### config.mk
export PLATFORM = sky130hd
export DESIGN_NAME = dma_mm2s_lite_sequencer
export DESIGN_NICKNAME = d
export VERILOG_FILES = /design/src/rtl/dma_mm2s_lite_sequencer.sv
export SDC_FILE = /design/constraint.sdc
export NUM_CORES = 1
export LEC_CHECK = 0
export BUFFER_PORTS_ARGS = -buffer_cell sky130_fd_sc_hd__buf_2
export CAP_MARGIN = 20
export CORE_ASPECT_RATIO = 1.75
export CORE_UTILIZATION = 39
export DETAILED_ROUTE_END_ITERATION = 8
export GPL_ROUTABILITY_DRIVEN = 0
export PLACE_DENSITY_LB_ADDON = 0.08
export SYNTH_ARGS = -nofsm -noshare
export SYNTH_HDL_FRONTEND = slang
export SYNTH_SLANG_ARGS = --single-unit
### constraint.sdc
create_clock -name clk -period 6.08 [get_ports clk]
set_input_delay 0.608 -clock clk [delete_from_list [all_inputs] [get_ports clk]]
set_output_delay 0.608 -clock clk [all_outputs]
set_load 0.005 [all_outputs]
### src/rtl/dma_mm2s_lite_sequencer.sv
// Programs one AXI DMA MM2S transfer over AXI4-Lite (CR, SA, SA_MSB, LENGTH),
// waits for the completion interrupt, checks DMASR and clears the interrupt.
module dma_mm2s_lite_sequencer #(
  parameter int unsigned LEN_W          = 26,
  parameter int unsigned TIMEOUT_CYCLES = 1000000,
  parameter logic [31:0] CR_VAL         = 32'h0000_5001
) (
  input  logic        clk,
  input  logic        rst,
  input  logic [63:0] dest_addr,
  input  logic [31:0] byte_length,
  input  logic        start,
  input  logic        mm2s_introut,
  output logic        busy,
  output logic        done,
  output logic        error,
  output logic [31:0] status,
  output logic [9:0]  m_axi_lite_awaddr,
  output logic        m_axi_lite_awvalid,
  input  logic        m_axi_lite_awready,
  output logic [31:0] m_axi_lite_wdata,
  output logic        m_axi_lite_wvalid,
  input  logic        m_axi_lite_wready,
  input  logic [1:0]  m_axi_lite_bresp,
  input  logic        m_axi_lite_bvalid,
  output logic        m_axi_lite_bready,
  output logic [9:0]  m_axi_lite_araddr,
  output logic        m_axi_lite_arvalid,
  input  logic        m_axi_lite_arready,
  input  logic [31:0] m_axi_lite_rdata,
  input  logic [1:0]  m_axi_lite_rresp,
  input  logic        m_axi_lite_rvalid,
  output logic        m_axi_lite_rready
);

  typedef enum logic [3:0] {
    S_IDLE, S_CHECK, S_WR_CR, S_WR_SA, S_WR_MSB, S_WR_LEN,
    S_WAIT_IRQ, S_RD_SR, S_WR_CLR, S_FIN
  } state_t;

  localparam int unsigned    CNT_W    = (TIMEOUT_CYCLES > 2) ? $clog2(TIMEOUT_CYCLES) : 1;
  localparam logic [CNT_W-1:0] CNT_LAST = CNT_W'(TIMEOUT_CYCLES - 1);
  // DMASR bits that flag a failed transfer: DMAIntErr, DMASlvErr, DMADecErr, Err_Irq
  localparam logic [31:0]    SR_ERR_MASK = 32'h0000_4070;

  state_t             state, state_next;
  logic [63:0]        addr_q;
  logic [31:0]        len_q;
  logic               aw_done, w_done, ar_done;
  logic [CNT_W-1:0]   cnt;
  logic               error_q;
  logic [31:0]        status_q;
  logic               wr_state, b_hs, r_hs, len_bad, rd_bad, irq_timeout;

  assign wr_state    = (state == S_WR_CR) || (state == S_WR_SA) || (state == S_WR_MSB) ||
                       (state == S_WR_LEN) || (state == S_WR_CLR);
  assign b_hs        = wr_state && aw_done && w_done && m_axi_lite_bvalid;
  assign r_hs        = (state == S_RD_SR) && ar_done && m_axi_lite_rvalid;
  assign len_bad     = (len_q == '0) || ((len_q >> LEN_W) != '0);
  assign rd_bad      = (m_axi_lite_rresp != 2'b00) || ((m_axi_lite_rdata & SR_ERR_MASK) != '0);
  assign irq_timeout = (state == S_WAIT_IRQ) && !mm2s_introut && (cnt == CNT_LAST);

  always_ff @(posedge clk or posedge rst) begin
    if (rst) state <= S_IDLE;
    else     state <= state_next;
  end

  always_comb begin
    state_next = state;
    case (state)
      S_IDLE:     if (start) state_next = S_CHECK;
      S_CHECK:    state_next = len_bad ? S_FIN : S_WR_CR;
      S_WR_CR:    if (b_hs) state_next = (m_axi_lite_bresp != 2'b00) ? S_FIN : S_WR_SA;
      S_WR_SA:    if (b_hs) state_next = (m_axi_lite_bresp != 2'b00) ? S_FIN : S_WR_MSB;
      S_WR_MSB:   if (b_hs) state_next = (m_axi_lite_bresp != 2'b00) ? S_FIN : S_WR_LEN;
      S_WR_LEN:   if (b_hs) state_next = (m_axi_lite_bresp != 2'b00) ? S_FIN : S_WAIT_IRQ;
      S_WAIT_IRQ: begin
        if (mm2s_introut)     state_next = S_RD_SR;
        else if (irq_timeout) state_next = S_FIN;
      end
      S_RD_SR:    if (r_hs) state_next = S_WR_CLR;
      S_WR_CLR:   if (b_hs) state_next = S_FIN;
      S_FIN:      state_next = S_IDLE;
      default:    state_next = S_IDLE;
    endcase
  end

  always_comb begin
    busy               = (state != S_IDLE) && (state != S_FIN);
    done               = (state == S_FIN);
    m_axi_lite_awvalid = wr_state && !aw_done;
    m_axi_lite_wvalid  = wr_state && !w_done;
    m_axi_lite_bready  = wr_state && aw_done && w_done;
    m_axi_lite_arvalid = (state == S_RD_SR) && !ar_done;
    m_axi_lite_rready  = (state == S_RD_SR) && ar_done;
    m_axi_lite_awaddr  = '0;
    m_axi_lite_wdata   = '0;
    m_axi_lite_araddr  = m_axi_lite_arvalid ? 10'h004 : '0;
    if (m_axi_lite_awvalid) begin
      case (state)
        S_WR_SA:  m_axi_lite_awaddr = 10'h018;
        S_WR_MSB: m_axi_lite_awaddr = 10'h01C;
        S_WR_LEN: m_axi_lite_awaddr = 10'h028;
        S_WR_CLR: m_axi_lite_awaddr = 10'h004;
        default:  m_axi_lite_awaddr = 10'h000;
      endcase
    end
    if (m_axi_lite_wvalid) begin
      case (state)
        S_WR_SA:  m_axi_lite_wdata = addr_q[31:0];
        S_WR_MSB: m_axi_lite_wdata = addr_q[63:32];
        S_WR_LEN: m_axi_lite_wdata = 32'(len_q[LEN_W-1:0]);
        S_WR_CLR: m_axi_lite_wdata = 32'h0000_5000;
        default:  m_axi_lite_wdata = CR_VAL;
      endcase
    end
  end

  // Per-channel completion flags are cleared on every state change so each
  // register write starts with both valids raised together.
  always_ff @(posedge clk or posedge rst) begin
    if (rst) begin
      addr_q   <= '0;
      len_q    <= '0;
      aw_done  <= 1'b0;
      w_done   <= 1'b0;
      ar_done  <= 1'b0;
      cnt      <= '0;
      error_q  <= 1'b0;
      status_q <= '0;
    end else begin
      if (state != state_next) begin
        aw_done <= 1'b0;
        w_done  <= 1'b0;
        ar_done <= 1'b0;
      end else begin
        if (m_axi_lite_awvalid && m_axi_lite_awready) aw_done <= 1'b1;
        if (m_axi_lite_wvalid && m_axi_lite_wready)   w_done  <= 1'b1;
        if (m_axi_lite_arvalid && m_axi_lite_arready) ar_done <= 1'b1;
      end
      cnt <= (state == S_WAIT_IRQ) ? cnt + CNT_W'(1) : '0;
      if (state == S_IDLE && start) begin
        addr_q   <= dest_addr;
        len_q    <= byte_length;
        error_q  <= 1'b0;
        status_q <= '0;
      end else begin
        if (state == S_CHECK && len_bad)                error_q <= 1'b1;
        if (b_hs && m_axi_lite_bresp != 2'b00)          error_q <= 1'b1;
        if (irq_timeout)                                error_q <= 1'b1;
        if (r_hs) begin
          status_q <= m_axi_lite_rdata;
          if (rd_bad) error_q <= 1'b1;
        end
      end
    end
  end

  assign error  = error_q;
  assign status = status_q;

endmodule

==> flow_metrics.env <==
export IMPL_required_ns=5.47
export IMPL_ff_latch_area_um2=3900
export IMPL_crit_top_cell="nand2b_1"
export IMPL_setup_tns_ns=0
export IMPL_ys_ff_latch=156
export IMPL_wl_per_cell_um=16.1
export IMPL_hold_viol=0
export IMPL_cpLargestDelayFamily="compound AO/OA/AOI/OAI gates"
export IMPL_grt_pass1_vias=6294
export IMPL_port_buffers=217
export IMPL_synth_warnings=0
export IMPL_wirelength_mm=20.2
export IMPL_cts_max_path_buffers=2
export IMPL_cp_arrival_ns=2.83
export IMPL_nNetsFinal=1152
export IMPL_cp_max_fo=18
export IMPL_synth_top_area_share_pct=54.3
export IMPL_power_uw=3820
export IMPL_cts_setup_buffers=0
export IMPL_grt_max_degree=99
export IMPL_synth_common_cells="nand2_1, dfrtp_1, nor2_1"
export IMPL_die_area_um2=19000
export IMPL_start_util_pct=39.8
export IMPL_start_kind="flip-flop"
export IMPL_yosysMostFrequentCell="nand2_1"
export IMPL_yosysUniqueCellTypes=49
export IMPL_finalMaxSlewViolations=0
export IMPL_antenna_cells=0
export IMPL_drtPass1Iterations=4
export IMPL_max_freq_mhz=291
export IMPL_multi_input_area_um2=3010
export IMPL_cts_tree="built"
export IMPL_syn_to_final_growth_pct=26.0
export IMPL_dieWidth_um=105
export IMPL_clock_root_buffer="clkbuf_16"
export IMPL_cts_hold_buf=0
export IMPL_dpl_hpwl_mm=14.0
export IMPL_ios=233
export IMPL_period_needed_ns=3.44
export IMPL_relSlewSlack_pct=29.5
export IMPL_fin_worst_skew_ns=0.0120
export IMPL_worst_slew_pin_slew_ns=1.06
export IMPL_cellPowerDensity_nw_per_um2=422
export IMPL_post_cts_resized=0
export IMPL_drive_above_1_share_pct=26.7
export IMPL_rows=65
export IMPL_criticalPathCategory="flip-flop to primary output"
export IMPL_drc=0
export IMPL_grt_overflow_total=0
export IMPL_synth_flop_cell="dfrtp_1"
export IMPL_dpl_instance_area_um2=8420
export IMPL_grt_use_total_pct=21.9
export IMPL_drt_vias_per_instance=4.98
export IMPL_fp_coreArea_um2=18100
export IMPL_clk_latency_ns=0.42
export IMPL_async_flop_share_pct=100
export IMPL_via_count=6260
export IMPL_crit_chain="nand2b_1 > o21a_1 > o21ai_0 > nand2b_1 > a31oi_1 > buf_2"
export IMPL_netlist_top_cells_area="dfrtp_1, nand2_1, a22o_1, a22oi_1, nor2_1"
export IMPL_setup_viol=0
export IMPL_cts_buffers=17
export IMPL_status="completed"
export IMPL_syn_area_per_cell_um2=8.80
export IMPL_num_fill_cells=1816
export IMPL_htreeDepth=4
export IMPL_rsz0062_at_grt="false"
export IMPL_grt_pass1_wl_mm=32.7
export IMPL_ys_seq_area_share_pct=54.3
export IMPL_peakVddDrop_mv=0.235
export IMPL_die_h_um=182
export IMPL_instances_no_fill=1257
export IMPL_min_delay_path_class="input pin to async pin"
export IMPL_cpMaxStageDelayCell="dfrtp_1"
export IMPL_path_buf_inv=1
export IMPL_antenna_found_initial=2
export IMPL_synth_largest_area_cell="dfrtp_1"
export IMPL_worstSetupEndpointType="primary output"
export IMPL_synth_enable_flop_cells=0
export IMPL_postLayoutCellArea_um2=9050
export IMPL_power_leakage_uw=0.00472
export IMPL_clkTransAtPathRegs_ns=0.07
export IMPL_drtIter0Drc=276
export IMPL_slowest_delay_ns=0.58
export IMPL_clock_sinks=156
export IMPL_synth_area_um2=7190
export IMPL_fin_crit_sh_pct=56.5
export IMPL_synthCells=817
export IMPL_postRouteAntennaNets=0
export IMPL_dp_cells=1224
export IMPL_max_cap_violations=0
## layout make-up
class                   count  area share, %
clock buffers              19           4.78
repair buffers            227           13.3
clock inverters            13           1.99
flip-flops and latches    156           43.1
inverters                   8          0.387
multi-input cells         600           33.2
well taps                 234           3.23
## cells by family after synthesis
group,synth area share [%]
simple gates,25.9
other cells,0.0522
xor+xnor,2.44
compound gates,11.9
flops,54.3
buf+inv,5.17
fa+ha+maj,0.174
## state kept, by name, summed over array words and instances (netlist names)
| register | cells |
|---|---|
| len_q | 32 |
| error | 1 |
| state | 4 |
| ar_done | 1 |
| w_done | 1 |
| status | 32 |
| aw_done | 1 |
| addr_q | 64 |
| cnt | 20 |
## report_power, final
group | internal (µW) | leakage, µW | switching, µW
clock | 659 | 0.000293 | 454
combinational | 390 | 0.00240 | 677
sequential | 1360 | 0.00203 | 278
## through the flow
| step | util, % | worst slack, ns | hold WS, ns |
|---|---|---|---|
| after floorplan | - | 1.27 | 0.446 |
| after global placement | 46.3 | 2.91 | 0.458 |
| after detailed placement | 46.6 | 3.12 | 0.463 |
| after CTS | 50.0 | 2.65 | 0.339 |
| after global routing | 50.1 | 2.38 | 0.348 |
| final | 50.1 | 2.64 | 0.292 |
## cell usage in the layout, fill, tap and decap left out, types with 3 or more instances in the layout
| cell | synthesis | final |
|---|---|---|
| inv_1 | 8 | 7 |
| a22oi_1 | 32 | 32 |
| nand3_1 | 12 | 11 |
| inv_6 | 0 | 6 |
| a21oi_1 | 31 | 31 |
| buf_2 | 3 | 217 |
| nor3_1 | 8 | 6 |
| xnor2_1 | 9 | 9 |
| o21a_1 | 3 | 3 |
| xor2_1 | 11 | 11 |
| nand4_1 | 3 | 3 |
| dfrtp_1 | 156 | 156 |
| a22o_1 | 32 | 32 |
| buf_4 | 19 | 6 |
| a31oi_1 | 3 | 3 |
| nor4_1 | 15 | 15 |
| o21ai_0 | 3 | 3 |
| bufinv_16 | 0 | 3 |
| nand2_1 | 327 | 327 |
| and3_1 | 9 | 8 |
| clkbuf_16 | 0 | 17 |
| nand2b_1 | 4 | 4 |
| nor2_1 | 53 | 51 |
| conb_1 | 1 | 15 |
## worst paths after layout
| kind | startpoint | endpoint | slack (ns) | depth (start not counted) |
|---|---|---|---|---|
| worst max-delay path | state[3] | m_axi_lite_wdata[14] | 2.64 | 6 |
| worst min-delay path | rst | status[0] | 0.29 | 2 |
| worst max register to register | state[1] | status[9] | 3.25 | 5 |
| worst min register to register | len_q[29] | len_q[29] | 0.48 | 2 |
| max in group asynchronous | rst | status[28] | 4.53 | 4 |
| min in group clk | dest_addr[43] | addr_q[43] | 0.37 | 3 |
## per-layer routing
| layer | up-vias | wire, µm | global-route usage [%] |
|---|---|---|---|
| met5 | - | 10 | 0 |
| met4 | 2 | 309 | 6.99 |
| met3 | 16 | 953 | 4.52 |
| met2 | 180 | 10400 | 37.7 |
| met1 | 2991 | 8490 | 27.5 |
| li1 | 3071 | - | - |
## worst reg2reg max path, cell delays in order (launching register included)
cell and delay (ns):
dfrtp_1 0.62, nor2_1 0.36, and3_4 0.93, nor2_2 0.36, buf_8 0.27, a22o_1 0.19
(Power assumes the default switching activity.)
